### src/rtl/alu_pkg.sv
// Shared definitions for the ALU execute stage: operand width, ALU control
// codes, buffer occupancy states and the buffered result record.
package alu_pkg;

  localparam int unsigned WIDTH = 32;

  localparam logic [2:0] ALU_ADD = 3'b000;
  localparam logic [2:0] ALU_SUB = 3'b001;
  localparam logic [2:0] ALU_AND = 3'b010;
  localparam logic [2:0] ALU_OR  = 3'b011;
  localparam logic [2:0] ALU_SLT = 3'b100;

  typedef enum logic [1:0] {
    EMPTY = 2'd0,
    ONE   = 2'd1,
    FULL  = 2'd2
  } occ_state_t;

  typedef struct packed {
    logic [WIDTH-1:0] result;
    logic             zero;
    logic             illegal;
  } alu_entry_t;

endpackage

### src/rtl/alu_core.sv
// Combinational ALU datapath.
//   alu_control : 3-bit operation code
//   src_a/src_b : operands
//   result_c    : operation result (0 for undefined codes)
//   illegal_c   : asserted for undefined codes 101..111
module alu_core
  import alu_pkg::*;
(
  input  logic [2:0]       alu_control,
  input  logic [WIDTH-1:0] src_a,
  input  logic [WIDTH-1:0] src_b,
  output logic [WIDTH-1:0] result_c,
  output logic             illegal_c
);

  // Operation select; undefined codes produce a zero result flagged illegal
  always_comb begin
    result_c  = '0;
    illegal_c = 1'b0;
    case (alu_control)
      ALU_ADD: result_c = src_a + src_b;
      ALU_SUB: result_c = src_a - src_b;
      ALU_AND: result_c = src_a & src_b;
      ALU_OR:  result_c = src_a | src_b;
      ALU_SLT: result_c = WIDTH'($signed(src_a) < $signed(src_b));
      default: illegal_c = 1'b1;
    endcase
  end

endmodule

### src/rtl/alu_exec_stage.sv
// Registered ALU execute stage with a 2-entry output buffer.
//   clk, rst_n            : clock, asynchronous active-low reset
//   in_valid/in_ready     : upstream handshake (in_ready depends on state only)
//   alu_control/src_a/b   : operation sampled on accept
//   out_valid/out_ready   : downstream handshake
//   result/zero/illegal   : head entry; hold last popped value when empty
module alu_exec_stage
  import alu_pkg::*;
(
  input  logic             clk,
  input  logic             rst_n,
  input  logic             in_valid,
  output logic             in_ready,
  input  logic [2:0]       alu_control,
  input  logic [WIDTH-1:0] src_a,
  input  logic [WIDTH-1:0] src_b,
  output logic             out_valid,
  input  logic             out_ready,
  output logic [WIDTH-1:0] result,
  output logic             zero,
  output logic             illegal
);

  occ_state_t       state_q, state_d;
  logic             head_q, head_d;
  logic             wr_idx;
  logic             push, pop;
  logic             in_ready_d, out_valid_d;
  alu_entry_t       mem_q [2];
  alu_entry_t       push_entry;
  alu_entry_t       out_q, out_d;
  logic [WIDTH-1:0] core_result;
  logic             core_illegal;

  alu_core u_core (
    .alu_control (alu_control),
    .src_a       (src_a),
    .src_b       (src_b),
    .result_c    (core_result),
    .illegal_c   (core_illegal)
  );

  assign push       = in_valid && in_ready;
  assign pop        = out_valid && out_ready;
  assign push_entry = '{result: core_result, zero: (core_result == '0), illegal: core_illegal};
  assign out_q      = '{result: result, zero: zero, illegal: illegal};

  // Occupancy state register and handshake flags
  always_ff @(posedge clk or negedge rst_n) begin
    if (!rst_n) begin
      state_q   <= EMPTY;
      head_q    <= 1'b0;
      in_ready  <= 1'b1;
      out_valid <= 1'b0;
    end else begin
      state_q   <= state_d;
      head_q    <= head_d;
      in_ready  <= in_ready_d;
      out_valid <= out_valid_d;
    end
  end

  // Next occupancy, write slot and next head entry
  always_comb begin
    state_d = state_q;
    head_d  = head_q;
    wr_idx  = head_q;
    out_d   = out_q;

    case (state_q)
      EMPTY: begin
        wr_idx = head_q;
        if (push) state_d = ONE;
      end
      ONE: begin
        wr_idx = ~head_q;
        if (push && !pop)      state_d = FULL;
        else if (pop && !push) state_d = EMPTY;
      end
      FULL: begin
        wr_idx = ~head_q;
        if (pop) state_d = ONE;
      end
      default: state_d = EMPTY;
    endcase

    if (pop) head_d = ~head_q;

    // The new head may be the entry being written this cycle, so it is
    // forwarded from the ALU rather than read back from the buffer.
    if (state_d != EMPTY) begin
      if (pop) out_d = (state_q == FULL) ? mem_q[~head_q] : push_entry;
      else     out_d = (state_q == EMPTY) ? push_entry : mem_q[head_q];
    end

    in_ready_d  = (state_d != FULL);
    out_valid_d = (state_d != EMPTY);
  end

  // Buffer storage and registered head outputs
  always_ff @(posedge clk or negedge rst_n) begin
    if (!rst_n) begin
      mem_q[0] <= '0;
      mem_q[1] <= '0;
      result   <= '0;
      zero     <= 1'b0;
      illegal  <= 1'b0;
    end else begin
      if (push) mem_q[wr_idx] <= push_entry;
      result  <= out_d.result;
      zero    <= out_d.zero;
      illegal <= out_d.illegal;
    end
  end

endmodule

### config.mk
export PLATFORM = sky130hd
export DESIGN_NAME = alu_exec_stage
export DESIGN_NICKNAME = d
export VERILOG_FILES = /design/src/rtl/alu_pkg.sv /design/src/rtl/alu_core.sv /design/src/rtl/alu_exec_stage.sv
export SDC_FILE = /design/constraint.sdc
export NUM_CORES = 1
export LEC_CHECK = 0
export BUFFER_PORTS_ARGS = -buffer_cell sky130_fd_sc_hd__buf_4
export CAP_MARGIN = 0
export CORE_MARGIN = 2
export CORE_UTILIZATION = 45
export CTS_CLUSTER_SIZE = 10
export DETAILED_ROUTE_END_ITERATION = 6
export HOLD_SLACK_MARGIN = 0.1
export SLEW_MARGIN = 0
export SYNTH_ARGS = -nofsm -noshare
export SYNTH_HDL_FRONTEND = slang
export SYNTH_SLANG_ARGS = --single-unit
### constraint.sdc
create_clock -name clk -period 4.6 [get_ports clk]
set_clock_uncertainty 0.15 [all_clocks]
set_input_delay 0.23 -clock clk [delete_from_list [all_inputs] [get_ports clk]]
set_output_delay 0.23 -clock clk [all_outputs]
set_load 0.02 [all_outputs]
**After elaboration in Yosys (flattened, before gate mapping)**

Cells that the tools add are included.

- Bitwise gates (word level): 6
- Muxes and demuxes: 20
- Equal/unequal tests: 7
- Magnitude comparators: 5
- Add/sub/neg operators: 2
- Reductions and logical operators: 13

Operator list:

| cell | number |
|---|---|
| 34-bit two-way mux | 10 |
| 32-bit case mux with 5 select lines | 1 |
| 68-bit bitwise mux | 1 |
| 34-bit demux with 1-bit select | 1 |
| 32-bit adder | 1 |
| 32-bit bitwise AND | 1 |
| 32-bit zero test | 1 |
| 32-bit less-than comparator | 1 |
| 32-bit OR | 1 |
| 32-bit subtractor | 1 |
| 2-bit two-way mux | 4 |
| 3-bit by 2-bit == test with 1-bit output, second input constant | 2 |
| 2-bit greater-or-equal comparator, second input constant | 3 |
| 1-bit NOT with 2-bit output | 3 |
| 2-bit case mux with 3 select lines | 1 |
| 1-bit logical AND | 5 |
| 5-bit OR reduction | 1 |
| 3-bit by 1-bit == test with 1-bit output, second input constant | 1 |
| 3-bit == test, second input constant | 1 |
| 3-bit zero test | 1 |
| 2-bit by 1-bit == test with 1-bit output, second input constant | 1 |
| 2-bit == test, second input constant | 1 |
| 1-bit zero test | 2 |
| 2-bit zero test | 1 |
| 6 further kinds | 7 |

- Input bits: 71
- Logic and storage cells: 66
- Output and inout bits: 36
- Bits in registers: 107

**Longest topological paths before layout**

Gate-level depths: netlist (run 1).

- Depth in word-level cells: 9
- Depth in mapped cells: 14
- Gate-level depth less buffers: 14

**Hierarchy**

Synthesis (run 1) repeated with hierarchy kept, for this count alone.

- Cells, all modules: 1303
- Area total of the unflattened synthesis: 11079.4 µm²

Modules (own cells, without submodules):

| module | instances | cells each | area each (µm²) | sequential area each (µm²) |
|---|---|---|---|---|
| alu_exec_stage | 1 | 562 | 6005.8 | 2678.8 |
| alu_core | 1 | 741 | 5073.6 | 0.0 |

**Least setup slack after synthesis (run 1)**

OpenSTA, ideal clock, no wires.

- Path type: input to register
- Start: in src_a[0]
- End: reg zero
- Setup time: 82 ps
- Stages on the path: 13
- Arrival time: 3721 ps
- Path buffers: 0
- Required time: 4368 ps
- Slack: 647 ps
- Path through: ha_1 fa_1 a21o_1 a221oi_2 nor3_1 a221oi_1 mux2i_1 o2111a_1 or4b_1 a2111oi_2 nand4_1 or4_4 a31oi_1

- Word-level cells in the longest chain between the ends: 5
- Elaborated cells between the ends (all ways): 10
- Classes of those cells: add/sub (2); order compare (1); mux (4); bitwise (2); reduce/logical (1)

RTL lines:

| element | line | RTL |
|---|---|---|
| start, declared | alu_exec_stage.sv:15 | `input logic [WIDTH-1:0] src_a,` |
| 32-bit subtractor (tied with other cells) | alu_core.sv:22 | `ALU_SUB: result_c = src_a - src_b;` |
| 32-bit case mux with 5 select lines * | alu_core.sv:20 | `case (alu_control)` |
| 32-bit zero test * | alu_exec_stage.sv:45 | `assign push_entry = '{result: core_result, zero: (core_result == '0), illegal: core_illegal};` |
| 34-bit two-way mux, on equally long branches | alu_exec_stage.sv:93, alu_exec_stage.sv:92 |  |
| 34-bit two-way mux * | alu_exec_stage.sv:92 | `if (pop) out_d = (state_q == FULL) ? mem_q[~head_q] : push_entry;` |
| end signal, assigned | alu_exec_stage.sv:111 | `zero <= out_d.zero;` |
| end, declared | alu_exec_stage.sv:20 | `output logic zero,` |

Mark *: on every way between the ends. The rest lies on a longest branch, timed or not.
A chain may end at the register's enable or synchronous reset.

**Final worst setup path (run 1)**

Ends and elaborated chain as after synthesis.

==> flow_metrics.py, run 1 <==
metrics = {
    "finish": {
        "post-route-util_pct": 52.04,
        "multi_input_area_um2": 7595,
        "antenna-diode-count": 0,
        "syn2layout_area_growth_pct": 14.13,
        "layout_common_cells": "257 x nand2_1, 162 x buf_4, 134 x nor2_1, 132 x a21oi_1, 120 x o21ai_0",
        "finalNonFillerCells": 1916,
        "final-seq-area_um2": 2683,
        "layout_commonest_cell": "nand2_1",
        "num-fill-cells": 2445,
        "design_area_um2": 12580,
        "fin_nets": 1768,
        "drive_gt1_share_pct": 13.38,
    },
    "critical_path": {
        "required_ns": 4.72,
        "cpPeakStageDelay_ns": 0.64,
        "critPathArrivalTime_ns": 4.37,
        "end_kind": "flip-flop",
        "critPathKind": "in -> reg",
        "path_max_fanout": 5,
        "slowest_stage": "or4b_1",
        "cp_common_cell": "a31oi_1",
        "critPathLaunchType": "input pin",
        "cp_cell_sequence": "buf_4 -> inv_1 -> ha_1 -> fa_1 -> o21bai_1 -> o211ai_1 -> a31oi_1 -> o311ai_1 -> o211ai_1 -> a31oi_1 -> or4b_1 -> a2111oi_2 -> nand4_1 -> or4_4 -> a31oi_1",
    },
    "place": {
        "hpwlAfterDp_mm": 28.15,
        "gp_congestion": 1.012,
        "placed_area_um2": 12280,
        "place_inst": 1899,
        "port-buffer-count": 106,
        "place_ws_ns": 0.05134,
    },
    "clocking": {
        "holdBufCountCts": 1,
        "clk_path_buf_depth": 2,
        "cts_made_buffers": 9,
        "cts_setup_buffers": 0,
        "tritoncts": "yes",
        "cts-resized-gates": 0,
        "clk_pin_slew_ns": 0.08,
        "cts.sinks": 107,
        "clk_latency_ns": 0.35,
        "cts-root-buf": "clkbuf_16",
        "htreeDepth": 3,
    },
    "sta": {
        "period_share_pct": 92.45,
        "worst_slack_ns": 0.3473,
        "period_minus_slack_ns": 4.253,
        "maxSlewHeadroom_pct": 27.64,
        "worst_pin_slew_ns": 1.084,
        "finalHoldViolCount": 0,
        "max_clock_freq_mhz": 235.1,
        "drv_slew": 0,
        "finalSetupViolations": 0,
        "timing.hold.ws_ns": 0.2134,
        "rsz0062_at_grt": "false",
        "finalSetupTns_ns": 0,
    },
    "die": {
        "die_w_um": 160.5,
        "die-area_um2": 25760,
        "core_um2": 24180,
        "rows": 57,
        "die_h_um": 160.5,
        "io_pins": 107,
        "start_util_pct": 45.59,
    },
    "logic_synthesis": {
        "synth_nets": 1691,
        "synth.avg_cell_area_um2": 7.300,
        "synth_edf_count": 0,
        "synth_cells": 1510,
        "synthesis.area_um2": 11020,
        "synth_warnings": 0,
        "synth.distinct_cells": 77,
        "ys_ff_latch": 107,
        "synth_flop_cell": "dfrtp_1",
        "ys_async_sr_fraction_pct": 100.0,
        "seq_area_frac_synth_pct": 24.30,
    },
    "power": {
        "finalPower_mw": 5.953,
        "leakagePower_nw": 5.927,
        "vdd_ir_drop_max_v": 0.0004467,
        "powerDensity_nw_per_um2": 473.2,
    },
    "flow_run": {
        "maxCapViolations": 0,
    },
    "routing": {
        "vias_per_cell": 5.910,
        "routed_wl_mm": 36.85,
        "detail-route-antenna-nets": 0,
        "drcViolationCount": 1,
        "drtIter0Drc": 916,
        "drt_first_pass_iters": 7,
        "routedWlPerCell_um": 19.23,
        "vias": 11320,
    },
    "grt": {
        "overflow": 0,
        "grt_max_degree": 82,
        "grt_pass1_wl_mm": 58.24,
        "globalRouteTotalUtil_pct": 28.25,
        "antenna_found_initial": 0,
        "grt_pass1_vias": 10500,
    },
    "outcome": {
        "status": "finished, violations left",
        "violations": "design-rule violations",
    },
    "hold_path": {
        "hp-class": "in -> reg",
    },
}
## kinds of logic after synthesis
family | synth area share [%]
AO/OA/AOI/OAI | 27.24
XOR/XNOR | 1.510
adder cells (fa/ha/maj) | 12.62
multiplexers | 5.732
buffers and inverters | 6.913
AND/OR/NAND/NOR | 21.68
flip-flops | 24.30
## cell type report
class | count | share of cell area, %
inverters | 97 | 2.894
repair buffers | 164 | 9.906
clock inverters | 6 | 0.3879
clock buffers | 10 | 1.900
well taps | 324 | 3.222
flip-flops and latches | 107 | 21.32
multi-input cells | 1208 | 60.37
## Yosys cell counts, types with 5 or more instances
cell type	n	area, um2
nand2_1	259	972.2
nor2_1	136	510.5
a21oi_1	132	660.6
o21ai_0	120	600.6
ha_1	108	1351
dfrtp_1	106	2653
inv_1	95	356.6
clkbuf_1	71	266.5
mux2i_1	53	530.5
a211oi_1	48	360.4
nand3_1	28	140.1
nor2b_1	27	168.9
nor3_1	24	120.1
o211ai_1	23	172.7
o22ai_1	21	131.4
a31oi_1	19	118.9
o31ai_1	17	127.6
xnor2_1	16	140.1
nor4_1	15	93.84
buf_1	13	48.80
a21o_1	12	90.09
buf_2	12	60.06
nand4_1	11	68.82
nand2b_1	10	62.56
mux2_2	8	90.09
and2_1	7	43.79
o21bai_1	7	52.55
a2111oi_0	6	52.55
o21a_1	6	45.04
a21boi_0	5	37.54
or3_1	5	31.28
## sequential cells by signal, indices dropped and copies added, names as in the netlist
| name | cells |
|---|---|
| result | 32 |
| state_q | 2 |
| illegal | 1 |
| mem_q | 68 |
| in_ready | 1 |
| head_q | 1 |
| zero | 1 |
| out_valid | 1 |
## per-layer routing
layer / wire length (um) / vias to the layer above / global-route usage (%)
met5: 0 / - / 0
met4: 1296 / 0 / 10.16
met3: 1709 / 81 / 2.273
met2: 17790 / 388 / 48.55
met1: 16050 / 5353 / 37.32
li1: - / 5501 / -
## path summary, 6_finish.rpt
kind | startpoint | endpoint | slack (ns) | depth (start not counted)
min | alu_control[2] | mem_q[3]$_DFFE_PN0P_ | 0.21 | 4
min reg2reg | result[28]$_DFFE_PN0P_ | result[28]$_DFFE_PN0P_ | 0.33 | 2
max | src_a[0] | zero$_DFFE_PN0P_ | 0.35 | 15
max reg2reg | state_q[0]$_DFF_PN0_ | result[7]$_DFFE_PN0P_ | 0.96 | 13
max in group asynchronous | rst_n | mem_q[42]$_DFFE_PN0P_ | 2.88 | 3
min in group asynchronous | rst_n | mem_q[65]$_DFFE_PN0P_ | 0.47 | 2
## worst max-delay path: cells and delay by family
| family | cells | cell delay [ns] |
|---|---|---|
| AOI/OAI and AO/OA | 8 | 2.05 |
| buffers and inverters | 2 | 0.13 |
| adders and majority gates | 2 | 0.61 |
| and+or+nand+nor | 3 | 1.34 |
## report_power, final
part / switching, mW / internal, mW
Combinational: 2.22 / 1.29
Clock: 0.372 / 0.389
Sequential: 0.327 / 1.36
Total: 2.92 / 3.04
(Power assumes the default switching activity.)
==> run 2, diff against run 1 <==
--- a/config.mk
+++ b/config.mk
@@ -9,6 +9,7 @@
 export CAP_MARGIN = 0
 export CORE_MARGIN = 2
 export CORE_UTILIZATION = 45
+export CTS_BUF_LIST = sky130_fd_sc_hd__clkbuf_8
 export CTS_CLUSTER_SIZE = 10
 export DETAILED_ROUTE_END_ITERATION = 6
 export HOLD_SLACK_MARGIN = 0.1
==> run 2 against run 1 <==
The run now ends clean; final area fell by 0.81%; non-clock buffer count did not move; die area did not move; worst setup slack improved by 0.019 ns.
==> flow_metrics.py, run 2 (synthesis gave the netlist of run 1 again) <==
metrics = {
    "outcome": {
        "status": "finished, final reports clean",
    },
    "routing": {
        "drt_first_pass_iters": 5,
        "routedWlPerCell_um": 19.22,
        "vias": 11360,
        "drcViolationCount": 0,
        "vias_per_cell": 5.928,
        "drtIter0Drc": 903,
        "routed_wl_mm": 36.83,
        "detail-route-antenna-nets": 0,
    },
    "clocking": {
        "htreeDepth": 3,
        "cts.sinks": 107,
        "cts-root-buf": "clkbuf_8",
        "clk_pin_slew_ns": 0.12,
        "cts_setup_buffers": 0,
        "cts_made_buffers": 9,
        "clk_latency_ns": 0.38,
        "cts-resized-gates": 0,
        "clk_path_buf_depth": 2,
        "tritoncts": "yes",
    },
    "finish": {
        "antenna-diode-count": 0,
        "top_regs": "mem_q x68, result x32, state_q x2",
        "layout_common_cells": "257 x nand2_1, 162 x buf_4, 134 x nor2_1, 132 x a21oi_1, 120 x o21ai_0",
        "fin_nets": 1768,
        "layout_commonest_cell": "nand2_1",
        "syn2layout_area_growth_pct": 13.21,
        "regMostFlops": "mem_q",
        "largest_reg_flops": 68,
        "drive_gt1_share_pct": 13.38,
    },
    "critical_path": {
        "critPathArrivalTime_ns": 4.38,
        "critPathLaunchType": "input pin",
        "end_kind": "flip-flop",
        "critPathKind": "in -> reg",
        "required_ns": 4.75,
        "path_max_fanout": 12,
    },
    "sta": {
        "worst_pin_slew_ns": 1.095,
        "maxSlewHeadroom_pct": 27.01,
        "finalSetupViolations": 0,
        "max_clock_freq_mhz": 236.2,
        "drv_slew": 0,
        "finalSetupTns_ns": 0,
        "rsz0062_at_grt": "false",
        "period_minus_slack_ns": 4.234,
        "finalHoldViolCount": 0,
        "worst_slack_ns": 0.3665,
        "period_share_pct": 92.03,
    },
    "grt": {
        "antenna_found_initial": 0,
        "grt_max_degree": 82,
        "overflow": 0,
        "grt_pass1_wl_mm": 58.15,
        "globalRouteTotalUtil_pct": 28.16,
        "grt_pass1_vias": 10470,
    },
    "flow_run": {
        "maxCapViolations": 0,
    },
    "power": {
        "powerDensity_nw_per_um2": 461.6,
        "vdd_ir_drop_max_v": 0.0004459,
        "leakagePower_nw": 5.881,
    },
    "place": {
        "port-buffer-count": 106,
        "place_ws_ns": 0.05134,
        "gp_congestion": 1.012,
        "hpwlAfterDp_mm": 28.15,
    },
    "die": {
        "start_util_pct": 45.59,
        "die_h_um": 160.5,
        "rows": 57,
        "io_pins": 107,
        "die-area_um2": 25760,
        "core_um2": 24180,
        "die_w_um": 160.5,
    },
    "hold_path": {
        "hp-class": "in -> reg",
    },
}
run 2: cell count changes in the layout (fill, tap and decap cells not counted):
cell and change:
clkbuf_8 +9, clkbuf_16 -9
run 2: path summary, 6_finish.rpt:
check / depth (start not counted) / startpoint / end / slack, ns
setup / recovery: 13 / src_a[15] / zero$_DFFE_PN0P_ / 0.37
hold / removal: 4 / alu_control[2] / mem_q[3]$_DFFE_PN0P_ / 0.18
setup reg to reg: 13 / state_q[0]$_DFF_PN0_ / result[7]$_DFFE_PN0P_ / 0.92
hold reg to reg: 2 / result[28]$_DFFE_PN0P_ / result[28]$_DFFE_PN0P_ / 0.34
max in group asynchronous: 3 / rst_n / mem_q[36]$_DFFE_PN0P_ / 2.91
min in group asynchronous: 2 / rst_n / mem_q[40]$_DFFE_PN0P_ / 0.43
run 2: what timing repair did:
item,in CTS,in global routing
setup endpoints to repair,0,0
hold buffers,1,0
hold endpoints to repair,79,0
run 2: critical path, cell delays in order:
cell       delay (ns)
buf_4            0.10
inv_1            0.04
ha_1             0.45
nor4_1           0.52
a21boi_0         0.46
o311ai_1         0.23
o211ai_1         0.27
a31oi_1          0.22
or4b_1           0.64
a2111oi_2        0.33
nand4_1          0.17
or4_4            0.52
a31oi_1          0.19
run 2: stage by stage:
stage                     util (%)  power (mW)  hold slack (ns)  cell area [um2]  cells
final                        51.62       5.760           0.1807            12480   1916
after detailed placement     50.80       5.213           0.3149            12280   1899
after floorplan                  -       4.079          -0.2156            11020   1510
after global placement       50.80       5.150           0.3073            12280   1899
after global routing         51.62       6.260           0.2010            12480   1916
after CTS                    51.62       5.778           0.1706            12480   1916
run 2: report_power, final:
part	internal (mW)	switching (mW)
registers	1.36	0.327
clock network	0.218	0.348
logic	1.29	2.22
total	2.87	2.89
run 2: layout make-up:
class	instances	area [um2]
Fill cell	2459	11700
Multi-Input combinational cell	1208	7595
Sequential cell	107	2683
Timing Repair Buffer	164	1246
Tap cell	324	405.4
Inverter	97	364.1
Clock buffer	10	137.6
Clock inverter	6	48.80
run 2: layer usage:
| metal | GRT usage (%) | vias up | part of all wire (%) |
|---|---|---|---|
| met5 | 0 | - | 0 |
| li1 | - | 5494 | - |
| met4 | 10.28 | 0 | 3.5 |
| met3 | 1.963 | 77 | 5.2 |
| met1 | 37.28 | 5367 | 43 |
| met2 | 48.47 | 420 | 48 |
==> run 3, diff against run 2 <==
--- a/config.mk
+++ b/config.mk
@@ -13,6 +13,7 @@
 export CTS_CLUSTER_SIZE = 10
 export DETAILED_ROUTE_END_ITERATION = 6
 export HOLD_SLACK_MARGIN = 0.1
+export PLACE_DENSITY = 0.66
 export SLEW_MARGIN = 0
 export SYNTH_ARGS = -nofsm -noshare
 export SYNTH_HDL_FRONTEND = slang
==> run 3 against run 2 <==
Combinational power barely moved; sequential cell count is the same; non-clock buffer count rose by 2; first-iteration DRC count rose by 12%; routed wire length fell by 2.8%; critical endpoint unchanged; largest power group unchanged.
==> flow_metrics.py, run 3 (synthesis gave the netlist of run 1 again) <==
metrics = {
    "outcome": {
        "status": "finished, final reports clean",
    },
    "routing": {
        "routedWlPerCell_um": 18.67,
        "vias": 11350,
        "drcViolationCount": 0,
        "vias_per_cell": 5.918,
        "drtIter0Drc": 1012,
        "drt_first_pass_iters": 6,
        "detail-route-antenna-nets": 0,
        "routed_wl_mm": 35.81,
    },
    "finish": {
        "post-route-util_pct": 51.61,
        "antenna-diode-count": 0,
        "num-fill-cells": 2384,
        "layout_common_cells": "257 x nand2_1, 165 x buf_4, 134 x nor2_1, 132 x a21oi_1, 120 x o21ai_0",
        "final-seq-area_um2": 2683,
        "fin_nets": 1770,
        "drive_gt1_share_pct": 13.43,
        "regMostFlops": "mem_q",
        "syn2layout_area_growth_pct": 13.20,
        "largest_reg_flops": 68,
        "multi_input_area_um2": 7592,
        "top_regs": "mem_q x68, result x32, state_q x2",
        "layout_commonest_cell": "nand2_1",
    },
    "power": {
        "powerDensity_nw_per_um2": 458.3,
        "leakagePower_nw": 5.886,
        "vdd_ir_drop_max_v": 0.0003698,
        "pwr-share-clk_pct": 9.8,
        "p_seq_share_pct": 29.1,
        "combPwrFrac_pct": 61.1,
        "swShare_pct": 50.00,
        "p_int_mw": 2.860,
        "p_switching_mw": 2.859,
    },
    "clocking": {
        "cts_made_buffers": 9,
        "cts-resized-gates": 0,
        "htreeDepth": 3,
        "cts.sinks": 107,
        "clk_pin_slew_ns": 0.11,
        "clk_path_buf_depth": 2,
        "clk_latency_ns": 0.38,
        "tritoncts": "yes",
        "cts-root-buf": "clkbuf_8",
    },
    "grt": {
        "use_met3_pct": 2.944,
        "antenna_found_initial": 0,
        "globalRouteTotalUtil_pct": 27.27,
        "grt_use_met2_pct": 46.10,
        "overflow": 0,
        "grt_pass1_vias": 10510,
        "gr-usage-met1_pct": 35.79,
        "busiest_layer": "met2",
        "grt_max_degree": 81,
        "grt_pass1_wl_mm": 56.26,
    },
    "critical_path": {
        "critPathLaunchType": "input pin",
        "critPathArrivalTime_ns": 4.29,
        "critPathKind": "in -> reg",
        "path_max_fanout": 4,
        "required_ns": 4.74,
        "end_kind": "flip-flop",
    },
    "sta": {
        "drv_slew": 0,
        "finalHoldViolCount": 0,
        "maxSlewHeadroom_pct": 17.41,
        "worst_pin_slew_ns": 1.235,
        "finalSetupTns_ns": 0,
        "max_clock_freq_mhz": 240.7,
        "finalSetupViolations": 0,
        "period_minus_slack_ns": 4.155,
        "period_share_pct": 90.33,
        "rsz0062_at_grt": "false",
    },
    "die": {
        "start_util_pct": 45.59,
        "core_um2": 24180,
        "rows": 57,
        "die_h_um": 160.5,
        "die_w_um": 160.5,
        "die-area_um2": 25760,
        "io_pins": 107,
    },
    "hold_path": {
        "hp-class": "in -> reg",
    },
    "place": {
        "gp_congestion": 0.9738,
        "port-buffer-count": 106,
        "hpwlAfterDp_mm": 27.38,
    },
    "flow_run": {
        "maxCapViolations": 0,
    },
}
[run 3: cell types whose count changed in the layout (fill, tap and decap cells not counted)]
cell	before	now
buf_4	162	165
buf_12	1	0
clkinv_4	3	2
clkinvlp_4	0	1
ha_1	107	108
ha_2	1	0
[run 3: timing repair]
| action | CTS | global route |
|---|---|---|
| endpoints found under the hold margin | 78 | 0 |
| hold buffers | 1 | 0 |
| setup buffers | 0 | 0 |
[run 3: final cells by class]
class | instances | area share [%]
Clock buffer | 10 | 1.103
Inverter | 97 | 2.918
Multi-Input combinational cell | 1208 | 60.84
Sequential cell | 107 | 21.50
Clock inverter | 6 | 0.3810
Timing Repair Buffer | 166 | 10.01
Tap cell | 324 | 3.249
[run 3: path summary, 6_finish.rpt]
kind,depth (start not counted),from,to,slack (ns)
max,15,src_a[0],zero$_DFFE_PN0P_,0.44
min,4,alu_control[2],mem_q[4]$_DFFE_PN0P_,0.18
max reg2reg,12,state_q[0]$_DFF_PN0_,result[14]$_DFFE_PN0P_,1.72
min reg2reg,2,result[23]$_DFFE_PN0P_,result[23]$_DFFE_PN0P_,0.34
max in group asynchronous,3,rst_n,mem_q[18]$_DFFE_PN0P_,2.91
min in group asynchronous,2,rst_n,state_q[1]$_DFF_PN0_,0.40
[run 3: worst max-delay path: stages]
cell	delay, ns
buf_4	0.11
ha_1	0.23
fa_1	0.39
a21o_1	0.23
a221oi_2	0.27
buf_4	0.17
o21a_1	0.12
o31ai_1	0.08
a311oi_2	0.45
nand4_1	0.21
or4b_1	0.56
a2111oi_2	0.31
nand4_1	0.18
or4_4	0.52
a31oi_1	0.22
[run 3: power groups by stage]
stage	registers (mW)	clock network, mW	logic [mW]
2_1_floorplan	1.76	0	2.32
3_3_place_gp	1.67	0	3.43
3_5_place_dp	1.69	0	3.48
4_1_cts	1.67	0.573	3.50
5_1_grt	1.72	0.608	3.89
6_report	1.66	0.562	3.49
[run 3: metrics by stage]
step	hold slack [ns]	cell area (um2)	instances	power, mW	setup slack (ns)
finish	0.1843	12480	1918	5.719	0.4449
floorplan	-0.2156	11020	1510	4.079	0.6470
global placement	0.3134	12280	1901	5.101	0.1851
CTS	0.1638	12480	1918	5.734	0.4928
detailed placement	0.3192	12280	1901	5.169	0.09165
global route	0.2008	12480	1918	6.211	0.2557
[run 3: routing by layer]
layer / part of all wire, % / vias to the layer above / routed length (um)
li1: - / 5504 / -
met1: 44 / 5348 / 15620
met2: 47 / 427 / 16940
met3: 5.4 / 71 / 1947
met4: 3.6 / 0 / 1302
met5: 0 / - / 0
